$ cat config.mk
export PLATFORM = sky130hd
export DESIGN_NAME = button_debouncer
export DESIGN_NICKNAME = d
export VERILOG_FILES = /design/src/rtl/button_pkg.sv /design/src/rtl/debounce_channel.sv /design/src/rtl/button_debouncer.sv
export SDC_FILE = /design/constraint.sdc
export NUM_CORES = 1
export LEC_CHECK = 0
export BUFFER_PORTS_ARGS = -buffer_cell sky130_fd_sc_hd__buf_4
export CORE_UTILIZATION = 25
export CTS_CLUSTER_DIAMETER = 30
export DETAILED_ROUTE_END_ITERATION = 6
export PLACE_DENSITY = 0.46
export SLEW_MARGIN = 30
export SYNTH_ARGS = -nofsm -noshare
export SYNTH_HDL_FRONTEND = slang
export SYNTH_SLANG_ARGS = --single-unit
$ cat constraint.sdc
create_clock -name i_clock -period 2.3 [get_ports i_clock]
set_input_delay 0.23 -clock i_clock [delete_from_list [all_inputs] [get_ports i_clock]]
set_output_delay 0.23 -clock i_clock [all_outputs]
set_load 0.03 [all_outputs]
$ cat src/rtl/button_pkg.sv
// Shared definitions for the button debouncer: repeat FSM states, counter
// width helper and default timing for the 12 MHz board clock.
package button_pkg;

    typedef enum logic [1:0] {
        IDLE   = 2'd0,
        DELAY  = 2'd1,
        REPEAT = 2'd2
    } repeat_state_e;

    localparam int DEF_DEBOUNCE_CYCLES = 120000;   // 10 ms @ 12 MHz
    localparam int DEF_REPEAT_DELAY    = 6000000;  // 500 ms @ 12 MHz
    localparam int DEF_REPEAT_PERIOD   = 1200000;  // 100 ms @ 12 MHz

    // Bits needed to hold values 0..max_count; never narrower than one bit.
    function automatic int count_width(input int max_count);
        return (max_count < 1) ? 1 : $clog2(max_count + 1);
    endfunction

endpackage

$ cat src/rtl/debounce_channel.sv
// One button channel: two-flop synchroniser, bounce filter, press/release
// pulse generation and, when BUTTON_DEBOUNCER_REPEAT_EN is defined, an
// auto-repeat FSM that adds extra press pulses while the button is held.
//
// Repeat FSM states (BUTTON_DEBOUNCER_REPEAT_EN builds only):
//   state  | meaning
//   IDLE   | button released, nothing scheduled
//   DELAY  | press accepted, waiting REPEAT_DELAY cycles for first repeat
//   REPEAT | repeating every REPEAT_PERIOD cycles while held
module debounce_channel
    import button_pkg::*;
#(
    parameter bit PRESSED_LEVEL   = 1'b1,
    parameter int DEBOUNCE_CYCLES = DEF_DEBOUNCE_CYCLES,
    parameter int REPEAT_DELAY    = DEF_REPEAT_DELAY,
    parameter int REPEAT_PERIOD   = DEF_REPEAT_PERIOD
) (
    input  logic i_clock,
    input  logic i_reset,
    input  logic i_button,
    output logic o_state,
    output logic o_press,
    output logic o_release
);

`ifdef BUTTON_DEBOUNCER_REPEAT_EN
    localparam bit REPEAT_ENABLED = 1'b1;
`else
    localparam bit REPEAT_ENABLED = 1'b0;
`endif

    localparam int                CNT_W    = count_width(DEBOUNCE_CYCLES);
    localparam logic [CNT_W-1:0]  CNT_LAST = CNT_W'(DEBOUNCE_CYCLES - 1);

    // Reject timing values that would make the filter or repeat timer meaningless.
    if (DEBOUNCE_CYCLES < 1) begin : g_bad_debounce
        $error("debounce_channel: DEBOUNCE_CYCLES must be >= 1");
    end
    if (REPEAT_ENABLED && (REPEAT_DELAY < 1 || REPEAT_PERIOD < 1)) begin : g_bad_repeat
        $error("debounce_channel: REPEAT_DELAY and REPEAT_PERIOD must be >= 1");
    end

    logic             sync1_q, sync1_d;
    logic             sync2_q, sync2_d;
    logic             state_q, state_d;
    logic             press_q, press_d;
    logic             release_q, release_d;
    logic [CNT_W-1:0] cnt_q, cnt_d;

    logic s_pressed;
    logic accept_press;
    logic accept_release;
    logic repeat_pulse;

    // Synchroniser and filter next-state: count consecutive mismatches, accept on the last.
    always_comb begin
        sync1_d        = i_button;
        sync2_d        = sync1_q;
        s_pressed      = ~(sync2_q ^ PRESSED_LEVEL);
        state_d        = state_q;
        cnt_d          = cnt_q;
        accept_press   = 1'b0;
        accept_release = 1'b0;
        if (s_pressed == state_q) begin
            cnt_d = '0;
        end else if (cnt_q == CNT_LAST) begin
            state_d        = s_pressed;
            cnt_d          = '0;
            accept_press   = s_pressed;
            accept_release = ~s_pressed;
        end else begin
            cnt_d = cnt_q + CNT_W'(1);
        end
    end

`ifdef BUTTON_DEBOUNCER_REPEAT_EN
    localparam int               TMR_W       = count_width((REPEAT_DELAY > REPEAT_PERIOD) ?
                                                           REPEAT_DELAY : REPEAT_PERIOD);
    localparam logic [TMR_W-1:0] DELAY_LAST  = TMR_W'(REPEAT_DELAY - 1);
    localparam logic [TMR_W-1:0] PERIOD_LAST = TMR_W'(REPEAT_PERIOD - 1);

    repeat_state_e    rstate_q, rstate_d;
    logic [TMR_W-1:0] timer_q, timer_d;

    // Repeat FSM next-state; an accepted release always returns to IDLE.
    always_comb begin
        rstate_d     = rstate_q;
        timer_d      = timer_q;
        repeat_pulse = 1'b0;
        case (rstate_q)
            IDLE: begin
                if (accept_press) begin
                    rstate_d = DELAY;
                    timer_d  = '0;
                end
            end
            DELAY: begin
                if (timer_q == DELAY_LAST) begin
                    rstate_d     = REPEAT;
                    timer_d      = '0;
                    repeat_pulse = 1'b1;
                end else begin
                    timer_d = timer_q + TMR_W'(1);
                end
            end
            REPEAT: begin
                if (timer_q == PERIOD_LAST) begin
                    timer_d      = '0;
                    repeat_pulse = 1'b1;
                end else begin
                    timer_d = timer_q + TMR_W'(1);
                end
            end
            default: begin
                rstate_d = IDLE;
                timer_d  = '0;
            end
        endcase
        if (accept_release) begin
            rstate_d = IDLE;
            timer_d  = '0;
        end
    end

    // Repeat FSM state and timer registers.
    always_ff @(posedge i_clock) begin
        if (i_reset) begin
            rstate_q <= IDLE;
            timer_q  <= '0;
        end else begin
            rstate_q <= rstate_d;
            timer_q  <= timer_d;
        end
    end
`else
    assign repeat_pulse = 1'b0;
`endif

    // Output pulses: a release accepted in the same cycle suppresses a due repeat.
    always_comb begin
        press_d   = accept_press | (repeat_pulse & ~accept_release);
        release_d = accept_release;
    end

    // Synchroniser, filter and pulse registers; sync flops reset to the released level.
    always_ff @(posedge i_clock) begin
        if (i_reset) begin
            sync1_q   <= ~PRESSED_LEVEL;
            sync2_q   <= ~PRESSED_LEVEL;
            state_q   <= 1'b0;
            press_q   <= 1'b0;
            release_q <= 1'b0;
            cnt_q     <= '0;
        end else begin
            sync1_q   <= sync1_d;
            sync2_q   <= sync2_d;
            state_q   <= state_d;
            press_q   <= press_d;
            release_q <= release_d;
            cnt_q     <= cnt_d;
        end
    end

    assign o_state   = state_q;
    assign o_press   = press_q;
    assign o_release = release_q;

endmodule

$ cat src/rtl/button_debouncer.sv
// Button debouncer top: CHANNELS independent debounce_channel instances.
// Define BUTTON_DEBOUNCER_REPEAT_EN to build in per-channel auto-repeat.
module button_debouncer
    import button_pkg::*;
#(
    parameter int CHANNELS        = 3,
    parameter bit PRESSED_LEVEL   = 1'b1,
    parameter int DEBOUNCE_CYCLES = DEF_DEBOUNCE_CYCLES,
    parameter int REPEAT_DELAY    = DEF_REPEAT_DELAY,
    parameter int REPEAT_PERIOD   = DEF_REPEAT_PERIOD
) (
    input  logic                i_clock,
    input  logic                i_reset,
    input  logic [CHANNELS-1:0] i_buttons,
    output logic [CHANNELS-1:0] o_state,
    output logic [CHANNELS-1:0] o_press,
    output logic [CHANNELS-1:0] o_release
);

    for (genvar g = 0; g < CHANNELS; g++) begin : g_chan
        debounce_channel #(
            .PRESSED_LEVEL   (PRESSED_LEVEL),
            .DEBOUNCE_CYCLES (DEBOUNCE_CYCLES),
            .REPEAT_DELAY    (REPEAT_DELAY),
            .REPEAT_PERIOD   (REPEAT_PERIOD)
        ) u_chan (
            .i_clock   (i_clock),
            .i_reset   (i_reset),
            .i_button  (i_buttons[g]),
            .o_state   (o_state[g]),
            .o_press   (o_press[g]),
            .o_release (o_release[g])
        );
    end

endmodule

==> impl_results.md <==
* Clock sinks at 66
* # H-tree levels at 3
* Final setup fails at 0
* Clock Skew at 6.74 ps
* Final Max Tran Viols at 0
* Worst EP required at 2510 ps
* CTS tree: done
* Sequential area share after synthesis at 0.459
* Area growth, synth to finish at 16.9%
* Max-Cap Viols at 0
* Via-to-Cell Ratio at 4.42
* Detailed Routing Iterations Pass 1 at 5
* Initial core utilization at 0.261
* Row cnt at 38
* Outcome: complete, no violations
* Most frequent cells in the layout: 66 x dfxtp_1, 62 x nor2_1, 33 x xnor2_1
* Critical Path End Type: flip-flop
* Syn nets at 324
* Final #Nets at 335
* Num CTS Buffers at 9
* I/O Buffers at 13
* WL per Instance at 10.8 µm
* Mapped Area at 2880 µm²
* First-pass GRT wire length at 8.65 mm
* Ports at 14
* DP Area at 3060 µm²
* Fmax at 532 MHz
* Crit path launch type: flip-flop
* Inst Count DP at 456
* Critical path type: flip-flop to flip-flop
* Pwr dens at 758 nW/µm²
* Mapped Cells at 316
* Core Util, Final at 0.305
* Yosys warnings at 0
* Synthesized flop and latch total at 66
* Slew margin rel. at 0.701
* Post-route ant nets at 0
* Clock transition at the registers of the reported paths at 50 ps
* Postcts setup bufs at 0
* Final GP Congestion at 0.761
* Antenna cells at 0
* Vias in the first global route at 1,844
* Share of the synthesized area in the top cell type at 0.459
* Post-route minimum period at 1880 ps
* Mean Syn Cell Area at 9.11 µm²
* Worst Path Arrival at 2080 ps
* Die W at 109 µm
* Post_cts resized at 0
* Via Count at 2,085
* Antenna violations before repair at 0
* Post-place setup slack at 427 ps
* Residual DRC count at 0
* Clock Path Buffers at 2
* Setup tns final at 0 ps
* Dpl hpwl at 3.58 mm
* Hold WS at 125 ps
* Largest net degree at the start of global routing at 18
* Final Hold Fails at 0
* Die H at 109 µm
* Worst Max-Slew Pin Slew at 445 ps
* Most common cell after layout, fill and taps aside: dfxtp_1
* Synth area leader: dfxtp_1
* Core area at 11,000 µm²
* Drt total wl at 5.07 mm
* CP Max Fanout at 17
* Synth cell types at 36
* Worst hold path class: primary input to flip-flop
* Total power at 2.55 mW
* Clock root buffer: clkbuf_16
* Setup slack after layout at 421 ps
* Hold-fix buffers, CTS at 0
* Peak VDD IR at 370 µV
* Period utilisation layout at 0.817
* RSZ-0062 raised after global routing: false
* Leak at 0.989 nW
* Final cell count without fillers at 472
* Finished Cell Area at 3360 µm²
* GR Util All Layers at 0.0953
* Overflow left after global routing at 0
* Initial DRC count at 82
* Share of cells above drive strength 1 at 0.120
* Worst-Skew Late Latency at 320 ps
* Area of the die at 11,900 µm²
* Cells taking the most area after synthesis: dfxtp_1 46%, xnor2_1 10%, nor2_1 8.1%, xor2_1 3.3%, nor4_1 3.0%
==> registers in the layout (all words and copies together) (netlist names) <==
register,count
g_chan.u_chan.cnt_q,51
g_chan.u_chan.o_press,3
g_chan.u_chan.o_release,3
g_chan.u_chan.o_state,3
g_chan.u_chan.s_pressed,3
g_chan.u_chan.sync1_q,3
==> kinds of logic after synthesis <==
family | count (synthesis) | share of synthesized area
compound gates | 7 | 0.0148
xor+xnor | 44 | 0.134
fa+ha+maj | 3 | 0.0130
buf+inv | 27 | 0.0561
flops | 66 | 0.459
mux | 3 | 0.0104
simple gates | 166 | 0.313
==> routing by layer <==
metal  part of all wire  global-route usage  vias up  routed length, µm
met5                  0                   0        -                  0
met4              0.020              0.0486        0                 99
met3              0.052              0.0332       10                266
met2               0.40               0.134       35               2040
met1               0.53               0.127      949               2670
li1                   -                   -     1091                  -
==> power by group <==
part           internal [mW]  total (mW)  switching [mW]  leakage, nW
registers               1.15        1.15         0.00413        0.533
logic                 0.0118      0.0262          0.0144        0.312
clock network          0.895        1.37           0.474        0.145
total                   2.06        2.55           0.492        0.989
==> synth_stat cells <==
library cell and n:
a211o_1 1, a21oi_1 2, a21oi_2 1, and2_1 1, and3_1 3, and3_2 1
and4_1 1, buf_2 2, buf_4 11, buf_6 2, clkbuf_1 1, clkbuf_2 1
dfxtp_1 66, ha_1 3, inv_1 10, mux2i_1 3, nand2_1 14, nand2b_1 5
nand3_1 17, nand3_4 2, nand4_1 12, nand4_2 1, nand4b_1 4, nand4bb_1 4
nor2_1 62, nor2b_1 6, nor3_1 9, nor4_1 14, nor4_2 2, o21ai_0 3
or3_1 5, or4_1 1, or4_4 1, or4b_1 1, xnor2_1 33, xor2_1 11
==> area by class of cell <==
class / count / area (µm²)
clock buffer: 12 / 256
clock inverter: 4 / 50.0
multi-input combinational: 223 / 1400
inverter: 10 / 37.5
fill: 1177 / 7670
timing repair buffer: 17 / 128
sequential: 66 / 1320
tap: 140 / 175
==> critical path, cell delays in order, from the launching register on <==
cell	delay, ps
dfxtp_1	400
ha_1	320
nand4_1	180
nor4_2	430
nand2b_1	160
buf_4	210
nor2_1	70
==> path summary, 6_finish.rpt <==
kind	start	to	slack, ps	cells past startpoint
max	g_chan[0].u_chan.cnt_q[0]	g_chan[0].u_chan.cnt_q[5]	420	6
min	i_buttons[0]	g_chan[0].u_chan.sync1_q	120	2
max reg2reg	g_chan[0].u_chan.cnt_q[0]	g_chan[0].u_chan.cnt_q[5]	420	6
min reg2reg	g_chan[0].u_chan.sync1_q	g_chan[0].u_chan.s_pressed	440	1
(Power assumes the default switching activity.)
